File: src/rtl/f_result_serializer.sv
// Captures {a,b,c,d,F1,F2,F3} words into a FIFO and shifts them out on a serial line.
// Define F_RESULT_SERIALIZER_PARITY_EN to add an even-parity bit before the stop bit.
module f_result_serializer #(
  parameter int DEPTH   = 4,
  parameter int BIT_DIV = 4
) (
  input  logic                       clk,
  input  logic                       rst_n,
  input  logic                       in_valid,
  output logic                       in_ready,
  input  logic                       a,
  input  logic                       b,
  input  logic                       c,
  input  logic                       d,
  input  logic                       F1,
  input  logic                       F2,
  input  logic                       F3,
  input  logic                       ovf_clr,
  output logic                       ser_out,
  output logic                       ser_busy,
  output logic                       overflow,
  output logic [$clog2(DEPTH):0]     fifo_count
);

  localparam int AW = $clog2(DEPTH);
  localparam int CW = AW + 1;
  localparam logic [CW-1:0] FULL = CW'(DEPTH);
  localparam logic [7:0] RELOAD = 8'(BIT_DIV - 1);

  typedef enum logic [2:0] {
    IDLE,
    START,
    DATA,
`ifdef F_RESULT_SERIALIZER_PARITY_EN
    PAR,
`endif
    STOP
  } state_t;

  state_t          state_q, state_d;
  logic [7:0]      timer_q, timer_d;
  logic [2:0]      bit_q, bit_d;
  logic [6:0]      sh_q, sh_d;
  logic            ser_q, ser_d;
  logic            busy_q, busy_d;
  logic [AW-1:0]   wptr_q, rptr_q;
  logic [CW-1:0]   count_q;
  logic            ovf_q;
  logic [6:0]      mem [DEPTH];
  logic [6:0]      word;
  logic [6:0]      head;
  logic            push, pop, drop;

  assign word     = {a, b, c, d, F1, F2, F3};
  assign head     = mem[rptr_q];
  assign in_ready = (count_q < FULL);
  assign push     = in_valid && in_ready;
  assign drop     = in_valid && !in_ready;

  always_comb begin
    state_d = state_q;
    timer_d = timer_q;
    bit_d   = bit_q;
    sh_d    = sh_q;
    pop     = 1'b0;
    unique case (state_q)
      IDLE: begin
        if (count_q != '0) begin
          pop     = 1'b1;
          sh_d    = head;
          state_d = START;
          timer_d = RELOAD;
        end
      end
      START: begin
        if (timer_q == 8'd0) begin
          state_d = DATA;
          bit_d   = 3'd6;
          timer_d = RELOAD;
        end else begin
          timer_d = timer_q - 8'd1;
        end
      end
      DATA: begin
        if (timer_q == 8'd0) begin
          timer_d = RELOAD;
          if (bit_q == 3'd0) begin
`ifdef F_RESULT_SERIALIZER_PARITY_EN
            state_d = PAR;
`else
            state_d = STOP;
`endif
          end else begin
            bit_d = bit_q - 3'd1;
          end
        end else begin
          timer_d = timer_q - 8'd1;
        end
      end
`ifdef F_RESULT_SERIALIZER_PARITY_EN
      PAR: begin
        if (timer_q == 8'd0) begin
          state_d = STOP;
          timer_d = RELOAD;
        end else begin
          timer_d = timer_q - 8'd1;
        end
      end
`endif
      STOP: begin
        if (timer_q == 8'd0) begin
          // Chain straight into the next START so frames stay contiguous
          if (count_q != '0) begin
            pop     = 1'b1;
            sh_d    = head;
            state_d = START;
            timer_d = RELOAD;
          end else begin
            state_d = IDLE;
          end
        end else begin
          timer_d = timer_q - 8'd1;
        end
      end
      default: state_d = IDLE;
    endcase
  end

  always_comb begin
    ser_d  = 1'b1;
    busy_d = (state_d != IDLE);
    unique case (state_d)
      START:   ser_d = 1'b0;
      DATA:    ser_d = sh_d[bit_d];
`ifdef F_RESULT_SERIALIZER_PARITY_EN
      PAR:     ser_d = ^sh_d;
`endif
      default: ser_d = 1'b1;
    endcase
  end

  always_ff @(posedge clk or negedge rst_n) begin
    if (!rst_n) begin
      state_q <= IDLE;
      timer_q <= 8'd0;
      bit_q   <= 3'd0;
      sh_q    <= 7'd0;
      ser_q   <= 1'b1;
      busy_q  <= 1'b0;
      wptr_q  <= '0;
      rptr_q  <= '0;
      count_q <= '0;
      ovf_q   <= 1'b0;
    end else begin
      state_q <= state_d;
      timer_q <= timer_d;
      bit_q   <= bit_d;
      sh_q    <= sh_d;
      ser_q   <= ser_d;
      busy_q  <= busy_d;
      if (push) wptr_q <= wptr_q + AW'(1);
      if (pop)  rptr_q <= rptr_q + AW'(1);
      count_q <= count_q + CW'(push) - CW'(pop);
      if (drop)         ovf_q <= 1'b1;
      else if (ovf_clr) ovf_q <= 1'b0;
    end
  end

  always_ff @(posedge clk) begin
    if (push) mem[wptr_q] <= word;
  end

  assign ser_out    = ser_q;
  assign ser_busy   = busy_q;
  assign overflow   = ovf_q;
  assign fifo_count = count_q;

endmodule

File: config.mk
export PLATFORM = sky130hd
export DESIGN_NAME = f_result_serializer
export DESIGN_NICKNAME = d
export VERILOG_FILES = /design/src/rtl/f_result_serializer.sv
export SDC_FILE = /design/constraint.sdc
export NUM_CORES = 1
export LEC_CHECK = 0
export ABC_CLOCK_PERIOD_IN_PS = 2680
export CORE_AREA = 3 3 86 88
export DETAILED_ROUTE_END_ITERATION = 7
export DIE_AREA = 0 0 89 91
export GPL_ROUTABILITY_DRIVEN = 0
export HOLD_SLACK_MARGIN = 0.06
export PLACE_DENSITY = 0.62
export REMOVE_ABC_BUFFERS = 1
export SYNTH_ARGS = -nofsm -noshare
export SYNTH_HDL_FRONTEND = slang
export SYNTH_SLANG_ARGS = --single-unit
File: constraint.sdc
create_clock -name clk -period 2.68 [get_ports clk]
set_input_delay 0.804 -clock clk [delete_from_list [all_inputs] [get_ports clk]]
set_output_delay 0.804 -clock clk [all_outputs]
set_load 0.01 [all_outputs]
# ---- Word level (Yosys, flattened, before mapping)
# Memories as Yosys holds them, arrays and structs flattened.
# Index checks and enable logic that the tools add are counted.
dict set report word_totals {
  register_bits 31
  latchBits 0
  ram_bits 28
  mem_bits_ro 0
  out_inout_bits 7
  wordCells 63
  n_memories 1
}
dict set report classes {
  n_addsub 6
  mul 0
  div 0
  n_lt_le_gt_ge 2
  n_eq_ne 5
  n_shift 0
  mux 28
  bitwise 0
  reduce_logical 11
}
# name depth word_bits read_ports rd_clocked_by_memory_dff write_ports line
set mem_list {}
lappend mem_list {mem 4 7 1 0 1 49} ;# logic [6:0] mem [DEPTH];
# operator count
set ops {}
lappend ops {{$mux W3} 8}
lappend ops {{$mux W8} 3}
lappend ops {{$pmux W8 S3} 1}
lappend ops {{$mux W7} 2}
lappend ops {{$pmux W7 S2} 1}
lappend ops {{$pmux W3 S4} 1}
lappend ops {{$eq A3 B2 Y1 const B} 3}
lappend ops {{$reduce_bool A3 Y1} 3}
lappend ops {{$logic_not A8 Y1} 1}
lappend ops {{$mux W1} 8}
lappend ops {{$sub A8 B1 Y8 const B} 1}
lappend ops {{$eq A3 B1 Y1 const B} 2}
lappend ops {{$logic_not A3 Y1} 2}
lappend ops {{$pmux W3 S2} 1}
lappend ops {{$add A2 B1 Y2 const B} 2}
lappend ops {{$lt A3 B4 Y1 const B} 1}
lappend ops {{$pmux W1 S2} 2}
lappend ops {{$add A3 B1 Y3} 1}
lappend ops {{$bmux W1 S3} 1}
lappend ops {{$lt A3 B3 Y1 const B} 1}
lappend ops {{$sub A3 B1 Y3} 1}
lappend ops {{$sub A3 B1 Y3 const B} 1}
lappend ops {{$logic_and A1 B1 Y1} 2}
lappend ops {{$reduce_bool A2 Y1} 1}
lappend ops {{other kinds (2)} 2}

# ---- Depth between registers and ports, before layout
# Gate-level depths: netlist (run 1).
dict set report logic_depth {
  depth_word 7
  mapped_depth 11
  depth_no_buf 11
}

# ---- Worst setup path after synthesis (run 1)
# OpenSTA, ideal clock, no wires.
dict set report synth_timing {
  path_type {register to register}
  startpoint {register timer_q[0]}
  endpoint {register count_q[1] (netlist: fifo_count[1])}
  arrival_ns 2.398
  path_slack_ns 0.147
  stages_incl_launch_ff 10
  n_path_buf 0
  period_less_slack_ns 2.533
  path_cell_list {dfrtp_1 > inv_1 > ha_1 > nor3b_1 > a31oi_1 > nor3_4 > ha_1 > inv_1 > ha_1 > fa_1}
}
dict set report synth_via {
  elab_chain_len 4
}
# item line
set synth_rtl {}
lappend synth_rtl {{start: declaration} 41} ;# logic [7:0] timer_q, timer_d;
lappend synth_rtl {{start signal: assignment} 156} ;# timer_q <= timer_d;
lappend synth_rtl {{$logic_not A8 Y1} 111} ;# if (timer_q == 8'd0) begin
lappend synth_rtl {{$mux W1} 111}
lappend synth_rtl {{$pmux W1 S2} 66} ;# unique case (state_q)
lappend synth_rtl {{via pop} 52} ;# logic push, pop, drop;
lappend synth_rtl {{$sub A3 B1 Y3} 163} ;# count_q <= count_q + CW'(push) - CW'(pop);
lappend synth_rtl {{end signal: assignment} 163}
lappend synth_rtl {{end: declaration} 47} ;# logic [CW-1:0] count_q;
# The timed path passes the listed nets, and every way through them passes these cells.
# A chain may end at the register's enable or synchronous reset.

# ---- Worst setup path after layout (run 1)
dict set report layout_timing {
  startpoint {register timer_q[0]}
  endpoint {register timer_q[3]}
}
dict set report layout_via {
  elab_chain_len 3
  word_cells_on_any_way 5
  classes_between {1 x add/sub; 3 x mux; 1 x reduce/logical}
}
# item line
set layout_rtl {}
lappend layout_rtl {{$sub A8 B1 Y8 / $logic_not A8 Y1 (equally long branches)} n/a}
lappend layout_rtl {{$mux W8, on equally long branches} {111, 76, 85}}
lappend layout_rtl {{$pmux W8 S3 (*)} 66}
# Every way passes the cells marked *; elsewhere a longest branch is shown, timed or not.

==> flow_metrics.py, run 1 <==
metrics = {
    "run_status": {
        "outcome": "complete, no violations",
    },
    "final_layout": {
        "drive_gt1_share_pct": 19.91,
        "num_antenna_cells": 0,
        "nets": 248,
        "nFillCells": 586,
        "fin_util_pct": 48.08,
        "final_area_um2": 3231,
        "fin_cells": 311,
        "area_delta_synth_final_pct": 21.79,
    },
    "routing": {
        "route.detailed.drc": 0,
        "wl_met1_mm": 2.024,
        "ant_nets": 0,
        "via_per_inst": 5.058,
        "wl_met3_um": 178,
        "highest_layer": "met4",
        "wl_per_cell_um": 14.97,
        "wl_met2_mm": 2.325,
        "wl_mm": 4.655,
        "drt-pass1-iter-count": 4,
        "drtIter0Drc": 76,
        "vias": 1573,
    },
    "grt": {
        "grt_antenna_before_repair": 0,
        "grt_pass1_vias": 1641,
        "grt_first_pass_wirelength_mm": 8.086,
        "track_usage_pct": 13.42,
        "grt_max_degree": 21,
        "gr-total-overflow": 0,
    },
    "power_and_ir_drop": {
        "leakagePower_nw": 1.305,
        "cellPowerDensity_nw_per_um2": 1066,
        "irDropWorstVdd_uv": 508.7,
    },
    "place": {
        "dpl.cell_count": 295,
        "hpwl_mm": 3.232,
        "dpl_cell_area_um2": 2977,
        "io_buffers": 17,
    },
    "worst_setup_path": {
        "critPathArrivalTime_ps": 2710,
        "reg2regPathDepth": 10,
        "timing.rr.end": "timer_q[3]",
        "reg2reg_slack_ps": 250,
        "startpoint_type": "register",
        "regToRegStartpoint": "timer_q[0]",
        "crit_type": "reg -> reg",
        "crit_required_ps": 2950,
        "worstSetupEndpointType": "register",
        "cp_max_fo": 7,
    },
    "synth": {
        "yosysMostFrequentCell": "dfrtp_1",
        "yosysUniqueCellTypes": 44,
        "synth-compound-area-share_pct": 7.547,
        "synth_top_family_by_area": "simple AND/OR/NAND/NOR gates",
        "netlist_instances": 195,
        "ys_ff_latch": 59,
        "synth-main-ff-cell": "dfrtp_1",
        "synthAdderAreaFrac_pct": 5.472,
        "yosys_warnings": 0,
        "ys_seq_area_share_pct": 60.99,
        "yosys-top-cells-area": "edfxtp_1, dfrtp_1, mux4_2, ha_1, mux2_2",
        "synth.largest_area_cell": "edfxtp_1",
        "synth_simple_gate_area_share_pct": 11.04,
        "synth_common_cells": "dfrtp_1, edfxtp_1, inv_1",
        "async_flop_share_pct": 52.54,
        "synth_xor_area_share_pct": 1.981,
        "synth_edf_count": 28,
        "synth_top_cell_area_share_pct": 31.70,
        "syn_area_per_cell_um2": 13.60,
        "synth.area.mux_share_pct": 10.00,
        "synth_area_um2": 2653,
    },
    "timing": {
        "whs_ps": 504.6,
        "tightestPinTransition_ps": 623.6,
        "rsz0062_at_grt": "no",
        "timing.final.crit_share_pct": 90.75,
        "fmax_mhz": 411.2,
        "setup_viol": 0,
        "final.setup.tns_ps": 0,
        "hold_viol": 0,
        "period_needed_ps": 2432,
        "slew_violations": 0,
        "skew_ps": 5.354,
        "slew_headroom_pct": 58.30,
    },
    "floorplan": {
        "initial_core_util_pct": 39.48,
        "fp.dieH_um": 91,
        "core_area_um2": 6719,
        "dieArea_um2": 8099,
        "dieWidth_um": 89,
        "pin_count": 18,
        "rows": 30,
    },
    "cts": {
        "cts_buffers": 9,
        "cts_setup_buffers": 0,
        "cts_hold_buffers": 0,
        "path_clk_slew_ps": 70,
        "cts_tree": "yes",
        "cts_sinks": 59,
        "clock_path_buffers": 2,
        "cts_resized": 0,
        "htreeDepth": 3,
        "clock_latency_ps": 330,
        "cts_root_buf": "clkbuf_8",
    },
    "run": {
        "cap_violations": 0,
    },
    "worst_hold_path": {
        "holdPathStages": 1,
        "hp-start": "sh_q[3]",
        "hold_path_class": "reg -> reg",
        "hold-path-endpoint": "sh_q[3]",
    },
}
-- through the flow --
| step | setup WS, ps | power (mW) |
|---|---|---|
| global route | 28.16 | 3.704 |
| floorplan | 146.7 | 2.086 |
| finish | 247.9 | 3.443 |
| global placement | 81.84 | 2.448 |
| CTS | 165.2 | 3.495 |
| detailed placement | 40.22 | 2.473 |
-- logic make-up after synthesis --
kind of cell,Yosys count
DFF,59
and+or+nand+nor,49
AOI/OAI and AO/OA,32
buffers and inverters,20
muxes,17
adders and majority gates,11
xor gates and xnor gates,6
other,1
-- routing by layer --
| layer | vias to the layer above | track usage (%) |
|---|---|---|
| met2 | 33 | 20.85 |
| li1 | 773 | - |
| met4 | 0 | 7.816 |
| met5 | - | 0 |
| met1 | 758 | 16.93 |
| met3 | 9 | 2.995 |
-- placed cells by master, fill, tap and decap left out, types with 3 or more instances in the layout --
| cell | n |
|---|---|
| bufinv_16 | 3 |
| nand3_1 | 5 |
| mux2i_1 | 4 |
| nor2b_1 | 3 |
| nand2_1 | 6 |
| inv_1 | 15 |
| buf_4 | 7 |
| mux2_2 | 6 |
| xnor2_1 | 3 |
| clkinv_4 | 3 |
| dfrtp_1 | 30 |
| ha_1 | 10 |
| edfxtp_1 | 28 |
| mux4_2 | 7 |
| xor2_1 | 3 |
| nand2b_1 | 3 |
| a21oi_1 | 6 |
| clkbuf_8 | 9 |
| nor3_1 | 4 |
| nor2_1 | 10 |
| clkdlybuf4s50_1 | 17 |
| o21ai_0 | 13 |
| and2_1 | 5 |
-- flip-flops by register name, indices dropped and copies added (netlist names), 2 cells and up --
name and cells:
sh_q 7, rptr_q 2, fifo_count 3, wptr_q 2, state_q 3, mem 28
bit_q 3, timer_q 8
-- critical path, stage by stage, from the launching register on --
cell and delay [ps]:
dfrtp_1 420, inv_1 90, ha_1 150, or3b_2 480, o21ai_0 170, a31o_2 210, inv_1 50, nor2_1 380
inv_1 160, o21ai_0 110, a32o_1 140
-- final cells by class --
cell class / count / area [µm²] / area share, %
Timing Repair Buffer: 25 / 242.7 / 7.514
Tap cell: 80 / 100.1 / 3.098
Inverter: 15 / 56.30 / 1.743
Clock inverter: 7 / 125.1 / 3.873
Multi-Input combinational cell: 116 / 964.7 / 29.86
Clock buffer: 9 / 123.9 / 3.834
Sequential cell: 59 / 1618 / 50.08
-- report_power, final --
part | internal (mW) | switching (mW)
registers | 1.20 | 0.189
logic | 0.554 | 0.501
clock network | 0.625 | 0.378
-- worst max path at each step --
stage	from	to	cells past startpoint
global route	timer_q[0]	timer_q[3]	11
global placement	in_valid	fifo_count[2]	8
finish	timer_q[0]	timer_q[3]	10
floorplan	timer_q[0]	fifo_count[1]	9
CTS	timer_q[0]	ser_out	9
detailed placement	in_valid	fifo_count[2]	8
No activity file was read; power rests on OpenSTA's default activity.
==> run 2, diff against run 1 <==
--- a/config.mk
+++ b/config.mk
@@ -5,13 +5,13 @@
 export SDC_FILE = /design/constraint.sdc
 export NUM_CORES = 1
 export LEC_CHECK = 0
-export ABC_CLOCK_PERIOD_IN_PS = 2680
+export ABC_CLOCK_PERIOD_IN_PS = 2500
 export CORE_AREA = 3 3 86 88
 export DETAILED_ROUTE_END_ITERATION = 7
 export DIE_AREA = 0 0 89 91
 export GPL_ROUTABILITY_DRIVEN = 0
 export HOLD_SLACK_MARGIN = 0.06
-export PLACE_DENSITY = 0.62
+export PLACE_DENSITY = 0.6
 export REMOVE_ABC_BUFFERS = 1
 export SYNTH_ARGS = -nofsm -noshare
 export SYNTH_HDL_FRONTEND = slang
==> constraint.sdc (replaced) <==
create_clock -name clk -period 2.5 [get_ports clk]
set_input_delay 0.75 -clock clk [delete_from_list [all_inputs] [get_ports clk]]
set_output_delay 0.75 -clock clk [all_outputs]
set_load 0.01 [all_outputs]
==> run 2 against run 1 <==
Cell area up 1.1%. Largest cell class unchanged. Sequential share of layout area down 0.56 points. Highest routed layer unchanged. Non-clock buffer count is 7 higher.
==> flow_metrics.py, run 2 (synthesis gave the netlist of run 1 again) <==
metrics = {
    "worst_setup_path": {
        "crit_type": "reg -> reg",
        "crit_slowest_cell": "dfrtp_1",
        "startpoint": "timer_q[1]",
        "cp_max_fo": 9,
        "startpoint_type": "register",
        "cp_cell_sequence": "inv_1 -> ha_1 -> nor3b_2 -> a31oi_1 -> nor3_4 -> buf_12 -> mux2_2 -> mux2i_1 -> o31ai_1 -> o22a_1",
        "critPathArrivalTime_ps": 2550,
        "max_stage_delay_ps": 390,
        "regToRegStartpoint": "timer_q[1]",
        "worstSetupEndpointType": "register",
        "crit_required_ps": 2750,
    },
    "timing": {
        "timing.final.crit_share_pct": 91.95,
        "tightestPinTransition_ps": 518.5,
        "rsz0062_at_grt": "no",
        "slew_headroom_pct": 65.43,
        "fmax_mhz": 435.0,
        "skew_ps": 10.89,
        "setup_viol": 0,
        "period_needed_ps": 2299,
        "hold_viol": 0,
        "finalWorstSetupSlack_ps": 201.3,
        "slew_violations": 0,
    },
    "place": {
        "io_buffers": 17,
        "dpl.cell_count": 302,
        "hpwl_mm": 3.122,
        "place_ws_ps": -67.22,
    },
    "cts": {
        "cts_buffers": 9,
        "clock_path_buffers": 2,
        "htreeDepth": 3,
        "path_clk_slew_ps": 70,
        "cts_hold_buffers": 0,
        "cts_tree": "yes",
        "cts_root_buf": "clkbuf_8",
        "cts_sinks": 59,
        "clock_latency_ps": 330,
    },
    "worst_hold_path": {
        "hold_path_class": "reg -> reg",
        "hp-start": "sh_q[5]",
    },
    "routing": {
        "wl_met3_um": 127,
        "drt-pass1-iter-count": 4,
        "highest_layer": "met4",
        "wl_mm": 4.491,
        "wl_met2_mm": 2.157,
        "vias": 1594,
        "wl_per_cell_um": 14.12,
        "route.detailed.drc": 0,
        "ant_nets": 0,
        "via_per_inst": 5.013,
        "drtIter0Drc": 60,
        "wl_met1_mm": 2.109,
    },
    "final_layout": {
        "multi_input_area_um2": 979.7,
        "fin_util_pct": 48.62,
        "top_register": "mem",
        "nets": 255,
        "area_delta_synth_final_pct": 23.16,
        "reg.largest.list": "mem x28, timer_q x8, sh_q x7",
        "mostFrequentLayoutCells": "dfrtp_1, edfxtp_1, clkdlybuf4s50_1, inv_1, buf_4",
        "nFillCells": 575,
        "final_common_cell": "dfrtp_1",
        "largest_reg_flops": 28,
        "fin_cells": 318,
        "drive_gt1_share_pct": 22.69,
        "num_antenna_cells": 0,
        "regArea_um2": 1618,
    },
    "grt": {
        "grt_first_pass_wirelength_mm": 7.810,
        "gr-total-overflow": 0,
        "grt_antenna_before_repair": 0,
        "track_usage_pct": 12.88,
        "grt_pass1_vias": 1603,
        "grt_max_degree": 32,
    },
    "floorplan": {
        "pin_count": 18,
        "rows": 30,
        "fp.dieH_um": 91,
        "initial_core_util_pct": 39.48,
        "core_area_um2": 6719,
        "dieWidth_um": 89,
        "dieArea_um2": 8099,
    },
    "power_and_ir_drop": {
        "cellPowerDensity_nw_per_um2": 1105,
        "irDropWorstVdd_uv": 604.2,
        "power_mw": 3.610,
        "leakagePower_nw": 1.330,
    },
    "run": {
        "cap_violations": 0,
    },
    "run_status": {
        "outcome": "complete, no violations",
    },
}
## run 2: what timing repair did
action	CTS	global route
setup buffers	0	0
gates resized for setup	0	5
endpoints found under the setup margin	0	6
## run 2: report_power, final
| group | total [mW] | leakage [nW] | internal, mW | switching, mW |
|---|---|---|---|---|
| registers | 1.47 | 0.634 | 1.28 | 0.192 |
| clock network | 0.948 | 0.106 | 0.563 | 0.385 |
| logic | 1.19 | 0.590 | 0.635 | 0.553 |
## run 2: final timing paths
kind	to	slack, ps	cells after the start
setup / recovery	ser_out	200	10
hold / removal	sh_q[5]	500	2
setup reg to reg	ser_out	200	10
hold reg to reg	sh_q[5]	500	2
max in group asynchronous	ser_out	1350	2
min in group asynchronous	timer_q[2]	810	2
## run 2: final cells by class
class / instances / area share [%]
well taps: 80 / 3.064
clock buffers: 10 / 3.907
multi-input cells: 116 / 29.99
clock inverters: 6 / 2.758
flip-flops and latches: 59 / 49.52
repair buffers: 32 / 9.039
inverters: 15 / 1.723
## run 2: critical path: cells and delay by family, from the launching register on
kind	cells	cell delay, ps
adders and majority gates	1	170
muxes	2	490
DFF	1	390
and+or+nand+nor	2	440
AOI/OAI and AO/OA	3	460
buffers and inverters	2	270
## run 2: routing by layer
layer / vias to the layer above / GRT usage [%]
met4: 0 / 6.328
met2: 24 / 18.01
met3: 7 / 4.356
li1: 787 / -
met1: 776 / 17.77
met5: - / 0
## run 2: stage by stage
stage               area (µm²)  TNS, ps  hold slack [ps]
floorplan                 2634   -45.80            446.6
global placement          3029   -47.61            481.0
detailed placement        3029   -72.73            483.0
CTS                       3247        0            498.6
global route              3267        0            506.3
finish                    3267        0            498.4
